File: src/rtl/regfile_pkg.sv
`default_nettype none
// ============================================================================
// Module   : regfile_pkg
// Purpose  : Shared types and constants for the register-file scoreboard
//            slice: dump FSM state encoding, default geometry and the
//            hard-wired zero-register index.
// Ports    : none (package)
// Revision : 1.0 - initial release
// ============================================================================
package regfile_pkg;

   localparam int c_default_data_w = 32;
   localparam int c_default_addr_w = 5;

   // Register 0 reads as zero, is never busy, and ignores writes/issues.
   localparam int c_zero_reg = 0;

   typedef enum logic [1:0] {
      ST_IDLE = 2'd0,
      ST_SCAN = 2'd1,
      ST_DONE = 2'd2
   } dump_state_t;

endpackage
`default_nettype wire

File: src/rtl/regfile_scoreboard_if.sv
`default_nettype none
// ============================================================================
// Module   : regfile_scoreboard_if
// Purpose  : Bundles the decode/writeback/debug signals of the register
//            file so the pipeline (master) and register file (slave) share
//            one port.
// Ports    : master drives write, read-address, issue and dump_start;
//            slave drives read data, read_busy, dump stream and taps.
// Revision : 1.0 - initial release
// ============================================================================
interface regfile_scoreboard_if
   import regfile_pkg::*;
#(
   parameter int DATA_W   = c_default_data_w,
   parameter int ADDR_W   = c_default_addr_w,
   parameter int NUM_READ = 2,
   parameter int NUM_TAPS = 4
);

   logic                         ctrl_writeEnable;
   logic [ADDR_W-1:0]            ctrl_writeReg;
   logic [DATA_W-1:0]            data_writeReg;
   logic [NUM_READ*ADDR_W-1:0]   ctrl_readReg;
   logic [NUM_READ*DATA_W-1:0]   data_readReg;
   logic [NUM_READ-1:0]          read_busy;
   logic                         ctrl_issueEnable;
   logic [ADDR_W-1:0]            ctrl_issueReg;
   logic                         dump_start;
   logic                         dump_valid;
   logic [ADDR_W-1:0]            dump_addr;
   logic [DATA_W-1:0]            dump_data;
   logic                         dump_done;
   logic [NUM_TAPS*DATA_W-1:0]   taps;

   modport master (
      output ctrl_writeEnable, ctrl_writeReg, data_writeReg, ctrl_readReg,
             ctrl_issueEnable, ctrl_issueReg, dump_start,
      input  data_readReg, read_busy, dump_valid, dump_addr, dump_data,
             dump_done, taps
   );

   modport slave (
      input  ctrl_writeEnable, ctrl_writeReg, data_writeReg, ctrl_readReg,
             ctrl_issueEnable, ctrl_issueReg, dump_start,
      output data_readReg, read_busy, dump_valid, dump_addr, dump_data,
             dump_done, taps
   );

endinterface
`default_nettype wire

File: src/rtl/regfile_read_port.sv
`default_nettype none
// ============================================================================
// Module   : regfile_read_port
// Purpose  : One combinational read port: selects a register from the
//            flattened storage, looks up its busy bit and resolves a
//            same-cycle writeback to the same address.
//            Build option REGFILE_WRITE_BYPASS_EN: when defined the
//            writeback data is forwarded and the port is not busy; when
//            undefined the stored value is returned and the port reports
//            busy so the consumer stalls one cycle.
// Ports    : i_mem_flat  all registers, register j at [j*DATA_W +: DATA_W]
//            i_busy      per-register pending bits
//            i_rd_addr   read address
//            i_wr_en/i_wr_addr(/i_wr_data) same-cycle writeback
//            o_rd_data   read data
//            o_rd_busy   source has an unwritten result
// Revision : 1.0 - initial release
// ============================================================================
module regfile_read_port
   import regfile_pkg::*;
#(
   parameter int DATA_W = c_default_data_w,
   parameter int ADDR_W = c_default_addr_w
) (
   input  wire [(2**ADDR_W)*DATA_W-1:0] i_mem_flat,
   input  wire [(2**ADDR_W)-1:0]        i_busy,
   input  wire [ADDR_W-1:0]             i_rd_addr,
   input  wire                          i_wr_en,
   input  wire [ADDR_W-1:0]             i_wr_addr,
`ifdef REGFILE_WRITE_BYPASS_EN
   input  wire [DATA_W-1:0]             i_wr_data,
`endif
   output logic [DATA_W-1:0]            o_rd_data,
   output logic                         o_rd_busy
);

   localparam logic [ADDR_W-1:0] c_zero_addr = ADDR_W'(c_zero_reg);

   logic [DATA_W-1:0] w_stored;
   logic              w_hit;

   assign w_stored = i_mem_flat[i_rd_addr*DATA_W +: DATA_W];

   // A writeback to r0 is discarded, so it never collides with a read.
   assign w_hit = i_wr_en && (i_wr_addr != c_zero_addr) && (i_wr_addr == i_rd_addr);

`ifdef REGFILE_WRITE_BYPASS_EN
   assign o_rd_data = w_hit ? i_wr_data : w_stored;
   assign o_rd_busy = i_busy[i_rd_addr] & ~w_hit;
`else
   assign o_rd_data = w_stored;
   assign o_rd_busy = i_busy[i_rd_addr] | w_hit;
`endif

endmodule
`default_nettype wire

File: src/rtl/regfile_scoreboard.sv
`default_nettype none
// ============================================================================
// Module   : regfile_scoreboard
// Purpose  : Parametrised register file with NUM_READ combinational read
//            ports, per-register busy scoreboard, a sequential debug dump
//            engine (one register per cycle) and live taps of r1..NUM_TAPS.
//            Build option REGFILE_WRITE_BYPASS_EN selects write-to-read
//            forwarding on the read ports (see regfile_read_port).
// Ports    : clock       rising-edge system clock
//            ctrl_reset  synchronous active-high reset
//            bus         regfile_scoreboard_if.slave (write, read, issue,
//                        dump stream, taps)
// Revision : 1.0 - initial release
// ============================================================================
module regfile_scoreboard
   import regfile_pkg::*;
#(
   parameter int DATA_W   = c_default_data_w,
   parameter int ADDR_W   = c_default_addr_w,
   parameter int NUM_READ = 2,
   parameter int NUM_TAPS = 4
) (
   input  wire                  clock,
   input  wire                  ctrl_reset,
   regfile_scoreboard_if.slave  bus
);

   localparam int                DEPTH       = 2**ADDR_W;
   localparam logic [ADDR_W-1:0] c_zero_addr = ADDR_W'(c_zero_reg);
   localparam logic [ADDR_W-1:0] c_last_addr = ADDR_W'(DEPTH-1);

   logic [DATA_W-1:0]       r_mem [DEPTH];
   logic [DEPTH-1:0]        r_busy;
   logic [DEPTH-1:0]        w_busy_next;
   logic [DEPTH*DATA_W-1:0] w_mem_flat;
   logic                    w_wr_valid;
   logic                    w_iss_valid;

   dump_state_t             r_state;
   logic                    r_dump_valid;
   logic                    r_dump_done;
   logic [ADDR_W-1:0]       r_dump_addr;
   logic [DATA_W-1:0]       r_dump_data;
   logic [ADDR_W-1:0]       w_next_idx;
   logic [DATA_W-1:0]       w_next_data;

   assign w_wr_valid  = bus.ctrl_writeEnable && (bus.ctrl_writeReg != c_zero_addr);
   assign w_iss_valid = bus.ctrl_issueEnable && (bus.ctrl_issueReg != c_zero_addr);

   // ------------------------------------------------------------------
   // Storage and scoreboard
   // ------------------------------------------------------------------
   always_comb begin
      w_busy_next = r_busy;
      if (w_wr_valid) begin
         w_busy_next[bus.ctrl_writeReg] = 1'b0;
      end
      // Applied after the clear so a new producer issued in the same
      // cycle as the old one retires keeps the register pending.
      if (w_iss_valid) begin
         w_busy_next[bus.ctrl_issueReg] = 1'b1;
      end
   end

   always_ff @(posedge clock) begin
      if (ctrl_reset) begin
         for (int j = 0; j < DEPTH; j++) begin
            r_mem[j] <= '0;
         end
         r_busy <= '0;
      end else begin
         if (w_wr_valid) begin
            r_mem[bus.ctrl_writeReg] <= bus.data_writeReg;
         end
         r_busy <= w_busy_next;
      end
   end

   // ------------------------------------------------------------------
   // Read ports and taps
   // ------------------------------------------------------------------
   for (genvar j = 0; j < DEPTH; j++) begin : g_flat
      assign w_mem_flat[j*DATA_W +: DATA_W] = r_mem[j];
   end

   for (genvar i = 0; i < NUM_READ; i++) begin : g_read
      regfile_read_port #(
         .DATA_W (DATA_W),
         .ADDR_W (ADDR_W)
      ) u_port (
         .i_mem_flat (w_mem_flat),
         .i_busy     (r_busy),
         .i_rd_addr  (bus.ctrl_readReg[i*ADDR_W +: ADDR_W]),
         .i_wr_en    (bus.ctrl_writeEnable),
         .i_wr_addr  (bus.ctrl_writeReg),
`ifdef REGFILE_WRITE_BYPASS_EN
         .i_wr_data  (bus.data_writeReg),
`endif
         .o_rd_data  (bus.data_readReg[i*DATA_W +: DATA_W]),
         .o_rd_busy  (bus.read_busy[i])
      );
   end

   for (genvar k = 1; k <= NUM_TAPS; k++) begin : g_taps
      assign bus.taps[(k-1)*DATA_W +: DATA_W] = r_mem[k];
   end

   // ------------------------------------------------------------------
   // Dump engine
   // ------------------------------------------------------------------
   // The dump outputs are registered, so the beat for index n is loaded
   // at the edge that enters that beat. Folding in the write committed
   // at that same edge makes dump_data equal the register contents for
   // the whole beat, while a write during the beat lands only afterwards.
   assign w_next_idx  = r_dump_addr + 1'b1;
   assign w_next_data = (w_wr_valid && (bus.ctrl_writeReg == w_next_idx))
                        ? bus.data_writeReg : r_mem[w_next_idx];

   always_ff @(posedge clock) begin
      if (ctrl_reset) begin
         r_state      <= ST_IDLE;
         r_dump_valid <= 1'b0;
         r_dump_done  <= 1'b0;
         r_dump_addr  <= '0;
         r_dump_data  <= '0;
      end else begin
         case (r_state)
            ST_IDLE: begin
               r_dump_done <= 1'b0;
               if (bus.dump_start) begin
                  r_state      <= ST_SCAN;
                  r_dump_valid <= 1'b1;
                  r_dump_addr  <= c_zero_addr;
                  // First beat is r0, which is hard-wired to zero.
                  r_dump_data  <= '0;
               end
            end
            ST_SCAN: begin
               if (r_dump_addr == c_last_addr) begin
                  r_state      <= ST_DONE;
                  r_dump_valid <= 1'b0;
                  r_dump_done  <= 1'b1;
                  r_dump_addr  <= '0;
                  r_dump_data  <= '0;
               end else begin
                  r_dump_addr  <= w_next_idx;
                  r_dump_data  <= w_next_data;
               end
            end
            ST_DONE: begin
               r_state     <= ST_IDLE;
               r_dump_done <= 1'b0;
            end
            default: begin
               r_state      <= ST_IDLE;
               r_dump_valid <= 1'b0;
               r_dump_done  <= 1'b0;
               r_dump_addr  <= '0;
               r_dump_data  <= '0;
            end
         endcase
      end
   end

   assign bus.dump_valid = r_dump_valid;
   assign bus.dump_done  = r_dump_done;
   assign bus.dump_addr  = r_dump_addr;
   assign bus.dump_data  = r_dump_data;

endmodule
`default_nettype wire

File: src/flat_wrapper.sv
// flat-port wrapper written by rule: the top's interface ports become plain ports
module regfile_scoreboard_flat import regfile_pkg::*;
#(
   parameter int DATA_W   = c_default_data_w,
   parameter int ADDR_W   = c_default_addr_w,
   parameter int NUM_READ = 2,
   parameter int NUM_TAPS = 4
)
  (clock, ctrl_reset, bus_ctrl_writeEnable, bus_ctrl_writeReg, bus_data_writeReg, bus_ctrl_readReg, bus_ctrl_issueEnable, bus_ctrl_issueReg, bus_dump_start, bus_data_readReg, bus_read_busy, bus_dump_valid, bus_dump_addr, bus_dump_data, bus_dump_done, bus_taps);
  regfile_scoreboard_if #(.DATA_W(DATA_W), .ADDR_W(ADDR_W), .NUM_READ(NUM_READ), .NUM_TAPS(NUM_TAPS)) bus_i ();
  input  wire clock;
  input  wire ctrl_reset;
  input wire logic [$bits(bus_i.ctrl_writeEnable)-1:0] bus_ctrl_writeEnable;
  input wire logic [$bits(bus_i.ctrl_writeReg)-1:0] bus_ctrl_writeReg;
  input wire logic [$bits(bus_i.data_writeReg)-1:0] bus_data_writeReg;
  input wire logic [$bits(bus_i.ctrl_readReg)-1:0] bus_ctrl_readReg;
  input wire logic [$bits(bus_i.ctrl_issueEnable)-1:0] bus_ctrl_issueEnable;
  input wire logic [$bits(bus_i.ctrl_issueReg)-1:0] bus_ctrl_issueReg;
  input wire logic [$bits(bus_i.dump_start)-1:0] bus_dump_start;
  output wire logic [$bits(bus_i.data_readReg)-1:0] bus_data_readReg;
  output wire logic [$bits(bus_i.read_busy)-1:0] bus_read_busy;
  output wire logic [$bits(bus_i.dump_valid)-1:0] bus_dump_valid;
  output wire logic [$bits(bus_i.dump_addr)-1:0] bus_dump_addr;
  output wire logic [$bits(bus_i.dump_data)-1:0] bus_dump_data;
  output wire logic [$bits(bus_i.dump_done)-1:0] bus_dump_done;
  output wire logic [$bits(bus_i.taps)-1:0] bus_taps;
  assign bus_i.ctrl_writeEnable = bus_ctrl_writeEnable;
  assign bus_i.ctrl_writeReg = bus_ctrl_writeReg;
  assign bus_i.data_writeReg = bus_data_writeReg;
  assign bus_i.ctrl_readReg = bus_ctrl_readReg;
  assign bus_i.ctrl_issueEnable = bus_ctrl_issueEnable;
  assign bus_i.ctrl_issueReg = bus_ctrl_issueReg;
  assign bus_i.dump_start = bus_dump_start;
  assign bus_data_readReg = bus_i.data_readReg;
  assign bus_read_busy = bus_i.read_busy;
  assign bus_dump_valid = bus_i.dump_valid;
  assign bus_dump_addr = bus_i.dump_addr;
  assign bus_dump_data = bus_i.dump_data;
  assign bus_dump_done = bus_i.dump_done;
  assign bus_taps = bus_i.taps;
  regfile_scoreboard #(.DATA_W(DATA_W), .ADDR_W(ADDR_W), .NUM_READ(NUM_READ), .NUM_TAPS(NUM_TAPS)) u_core (.clock(clock), .ctrl_reset(ctrl_reset), .bus(bus_i));
endmodule
File: config.mk
export PLATFORM = sky130hd
export DESIGN_NAME = regfile_scoreboard_flat
export DESIGN_NICKNAME = d
export VERILOG_FILES = /design/src/rtl/regfile_pkg.sv /design/src/rtl/regfile_scoreboard_if.sv /design/src/rtl/regfile_read_port.sv /design/src/rtl/regfile_scoreboard.sv /design/src/flat_wrapper.sv
export SDC_FILE = /design/constraint.sdc
export NUM_CORES = 2
export LEC_CHECK = 0
export CORE_AREA = 4 4 412 414
export DETAILED_ROUTE_END_ITERATION = 7
export DIE_AREA = 0 0 416 418
export DONT_BUFFER_PORTS = 1
export GPL_TIMING_DRIVEN = 0
export PLACE_DENSITY = 0.59
export SETUP_SLACK_MARGIN = 0.1
export SYNTH_ARGS = -nofsm -noshare
export SYNTH_HDL_FRONTEND = slang
export SYNTH_HIERARCHICAL = 1
export SYNTH_SLANG_ARGS = --single-unit
File: constraint.sdc
create_clock -name clock -period 4.19 [get_ports clock]
set_clock_uncertainty 0.05 [all_clocks]
set_input_delay 0.838 -clock clock [delete_from_list [all_inputs] [get_ports clock]]
set_output_delay 0.838 -clock clock [all_outputs]
set_load 0.01 [all_outputs]
==> out/qor.csv <==
stage,metric,value,unit
yosys,asr flop ratio synth,0,%
timing,maximum clock rate,235,MHz
pwr,Tot Pwr,29.2,mW
routing,Pre-Repair DR Iteration Count,8,
yosys,Syn Std Cell Area,66200,µm²
clock_network,number of buffers created by CTS,121,
timing,Slew @ Worst Pin,1470,ps
cells_and_area,final core utilization,44.8,%
floorplanning,Die ar.,174000,µm²
routing,Routed wire per std cell,44.1,µm
yosys,Unique masters post-synth,47,
clock_network,Max Root-Sink Buffers,3,
cells_and_area,post-route cell area,74400,µm²
global_route,first-pass GRT wire length,398,mm
timing,Slew HR,2.03,%
place,hpwl dp,216,mm
clock_network,CTS tree,yes,
clock_network,Worst-Skew Late Latency,780,ps
routing,Final ANT Viol Nets,0,
yosys,post-synthesis register bit count,1097,
timing,RSZ-0062 raised after global routing,true,
yosys,total number of yosys warnings,6,
yosys,Main synth FF type,edfxtp_1,
routing,drt total wl,302,mm
worst_hold_path,worst hold path class,in -> reg,
critical_path,Startpoint Class,input port,
global_route,global route total overflow,0,
floorplanning,I/O pin count,290,
critical_path,crit path kind,in -> out,
critical_path,crit path DAT,3360,ps
place,Post-DP Area,70100,µm²
clock_network,clk sinks,1097,
pwr,Leak Pwr,24.2,nW
cells_and_area,Fillers,14800,
floorplanning,Initial Util,39.8,%
clock_network,CTS Hold Bufs,0,
global_route,antenna violations before repair,29,
flow_run,max_cap viols,0,
yosys,"EDFF count, synth",1024,
yosys,Mean Syn Cell Area,15.3,µm²
yosys,Synth area leader,edfxtp_1,
floorplanning,core area,166000,µm²
clock_network,setup repair bufs after CTS,0,
yosys,post-synth top area share,46.5,%
critical_path,CP required,3300,ps
timing,# setup viols final,8,
global_route,vias in the first global route,46000,
timing,Tmin final,4250,ps
routing,# DRC,12,
yosys,Post-Synthesis Cells,4318,
floorplanning,die width,416,µm
critical_path,Worst Setup End Kind,output port,
timing,final hold viol count,0,
timing,worst hold slack,153,ps
critical_path,CP max FO,10,
timing,final setup margin,-62.2,ps
cells_and_area,fin nets,4566,
run_status,status,finished with violations,
clock_network,clock root buffer,clkbuf_16,
timing,fin. max-slew vios,0,
cells_and_area,Final Non-Filler Cells,6835,
place,Port-buffer cells,0,
floorplanning,Die Y,418,µm
yosys,"Seq/Total Area, Yosys",48.7,%
routing,DRT iter0 DRCs,8605,
clock_network,H-tree Lvls,3,
run_status,failing checks,"DRC, setup timing",
timing,Final Cycle Share,101,%
global_route,Global Route Usage Sum,34.1,%
clock_network,"Clk pin slew, worst setup/hold paths",60,ps
pwr,VDD IR max,348,µV
place,placed instance count,6588,
cells_and_area,share of cells above drive strength 1,30.9,%
yosys,Synth area leaders,"edfxtp_1 (46%), mux4_2 (30%), and2_1 (9.4%)",
global_route,largest net degree at the start of global routing,34,
place,RD Place Congestion,1.02,
floorplanning,Rows,150,
pwr,pwr dens,392,nW/µm²
routing,drt via density,6.96,
routing,Vias,47500,
cells_and_area,Area Overhead vs Synth,12.5,%
[layer usage]
metal | wire (µm) | global-route usage, % | vias up | share of wire, %
met1 | 99200 | 41.0 | 24700 | 33
li1 | - | - | 17500 | -
met2 | 131000 | 50.3 | 4398 | 43
met3 | 44600 | 13.2 | 965 | 15
met5 | 149 | 0.361 | - | 0.049
met4 | 27100 | 24.6 | 12 | 9.0
[worst max-delay path: stages]
cell and delay [ps]:
clkbuf_2 550, clkbuf_2 570, xor2_1 130, a2111oi_1 780
a31oi_1 190, nand4_1 270
[kinds of logic (layout without fill, tap and decap cells)]
logic type                 Yosys count  count (layout)  synth area share, %
DFF                               1097            1097                 48.7
muxes                             1088            1088                 33.5
xor gates and xnor gates            17              17                0.270
AOI/OAI and AO/OA                  155             155                 1.46
adders and majority gates            2               2               0.0378
and+or+nand+nor                   1445            1445                 12.7
other                                1              51              0.00567
buffers and inverters              513             776                 3.34
[layout make-up]
class / count / area [µm²] / share of cell area (%)
clock inverters: 75 / 762 / 1.02
inverters: 31 / 116 / 0.156
multi-input cells: 2739 / 32100 / 43.2
clock buffers: 153 / 3190 / 4.29
plain buffers: 482 / 2420 / 3.25
well taps: 2204 / 2760 / 3.71
flip-flops and latches: 1097 / 32200 / 43.3
diodes: 19 / 47.5 / 0.0639
repair buffers: 35 / 776 / 1.04
[cell usage after synthesis (4+ instances only)]
cell type	number
edfxtp_1	1024
and2_1	996
mux4_2	896
clkbuf_1	339
nand2_1	168
mux2i_1	128
nor3_1	102
buf_2	87
dfxtp_1	73
mux2_2	64
o21ai_0	54
nand4_1	49
nor2_1	40
a22oi_1	30
inv_1	30
a21oi_1	28
nor4_1	27
buf_1	23
buf_4	19
nand3_1	17
nor2b_1	16
o22ai_1	16
buf_6	14
nand2b_1	10
xor2_1	10
a32oi_1	9
and3_1	9
xnor2_1	5
a31oi_1	4
nor3b_1	4
[per-stage QoR]
step / TNS, ps / setup slack [ps]
2_1_floorplan: -15370 / -176
3_3_place_gp: -1316750 / -5890
3_5_place_dp: -49970 / -982
4_1_cts: 0 / 25.9
5_1_grt: 0 / 30.6
6_report: -200 / -62.2
[report_power, final]
group | total, mW | switching, mW | internal, mW
Clock | 11.0 | 4.76 | 6.23
Combinational | 4.99 | 2.85 | 2.13
Sequential | 13.2 | 0.586 | 12.6
[layout by cell type (no fill, tap or decap), types with 17 or more instances in the layout]
cell       netlist  layout
a21oi_1         28      28
inv_1           30      30
nand4_1         49      49
o21ai_0         54      47
edfxtp_1      1024    1024
mux2i_1        128     128
and2_1         996     996
diode_2          0      19
nor2_1          40      40
clkbuf_4         0      19
buf_6           14      22
buf_2           87      53
conb_1           1      32
clkbuf_1       339     283
nand2_4          0      17
clkbuf_16        0     122
buf_4           19      43
mux4_2         896     896
clkbuf_2         0      73
mux2_2          64      64
dfxtp_1         73      73
nor4_1          27      24
clkinv_1         0      21
a22oi_1         30      30
clkinv_2         0      30
nand2_1        168     145
nor3_1         102     102
[state kept, by name (all words and copies together), names as in the netlist]
signal / cells
u_core/bus.dump_valid: 1
u_core/r_busy: 32
u_core/bus.dump_addr: 5
u_core/bus.dump_done: 1
u_core/r_state: 2
u_core/r_mem: 1024
u_core/bus.dump_data: 32
[timing repair]
item / in CTS / in global routing
gates cloned: 0 / 0
gates resized for setup: 131 / 39
setup endpoints to repair: 95 / 70
endpoints found under the hold margin: 0 / 0
[worst paths after layout]
check	startpoint	to	slack, ps	cells past startpoint
max	bus_ctrl_readReg[7]	bus_read_busy[1]	-60	6
min	bus_ctrl_issueReg[0]	u_core/r_busy[3]	150	2
max reg2reg	u_core/bus.dump_addr[1]	u_core/bus.dump_data[29]	-30	9
min reg2reg	u_core/r_busy[0]	u_core/r_busy[0]	440	1
Note: power is estimated with default switching activity, not from simulation.
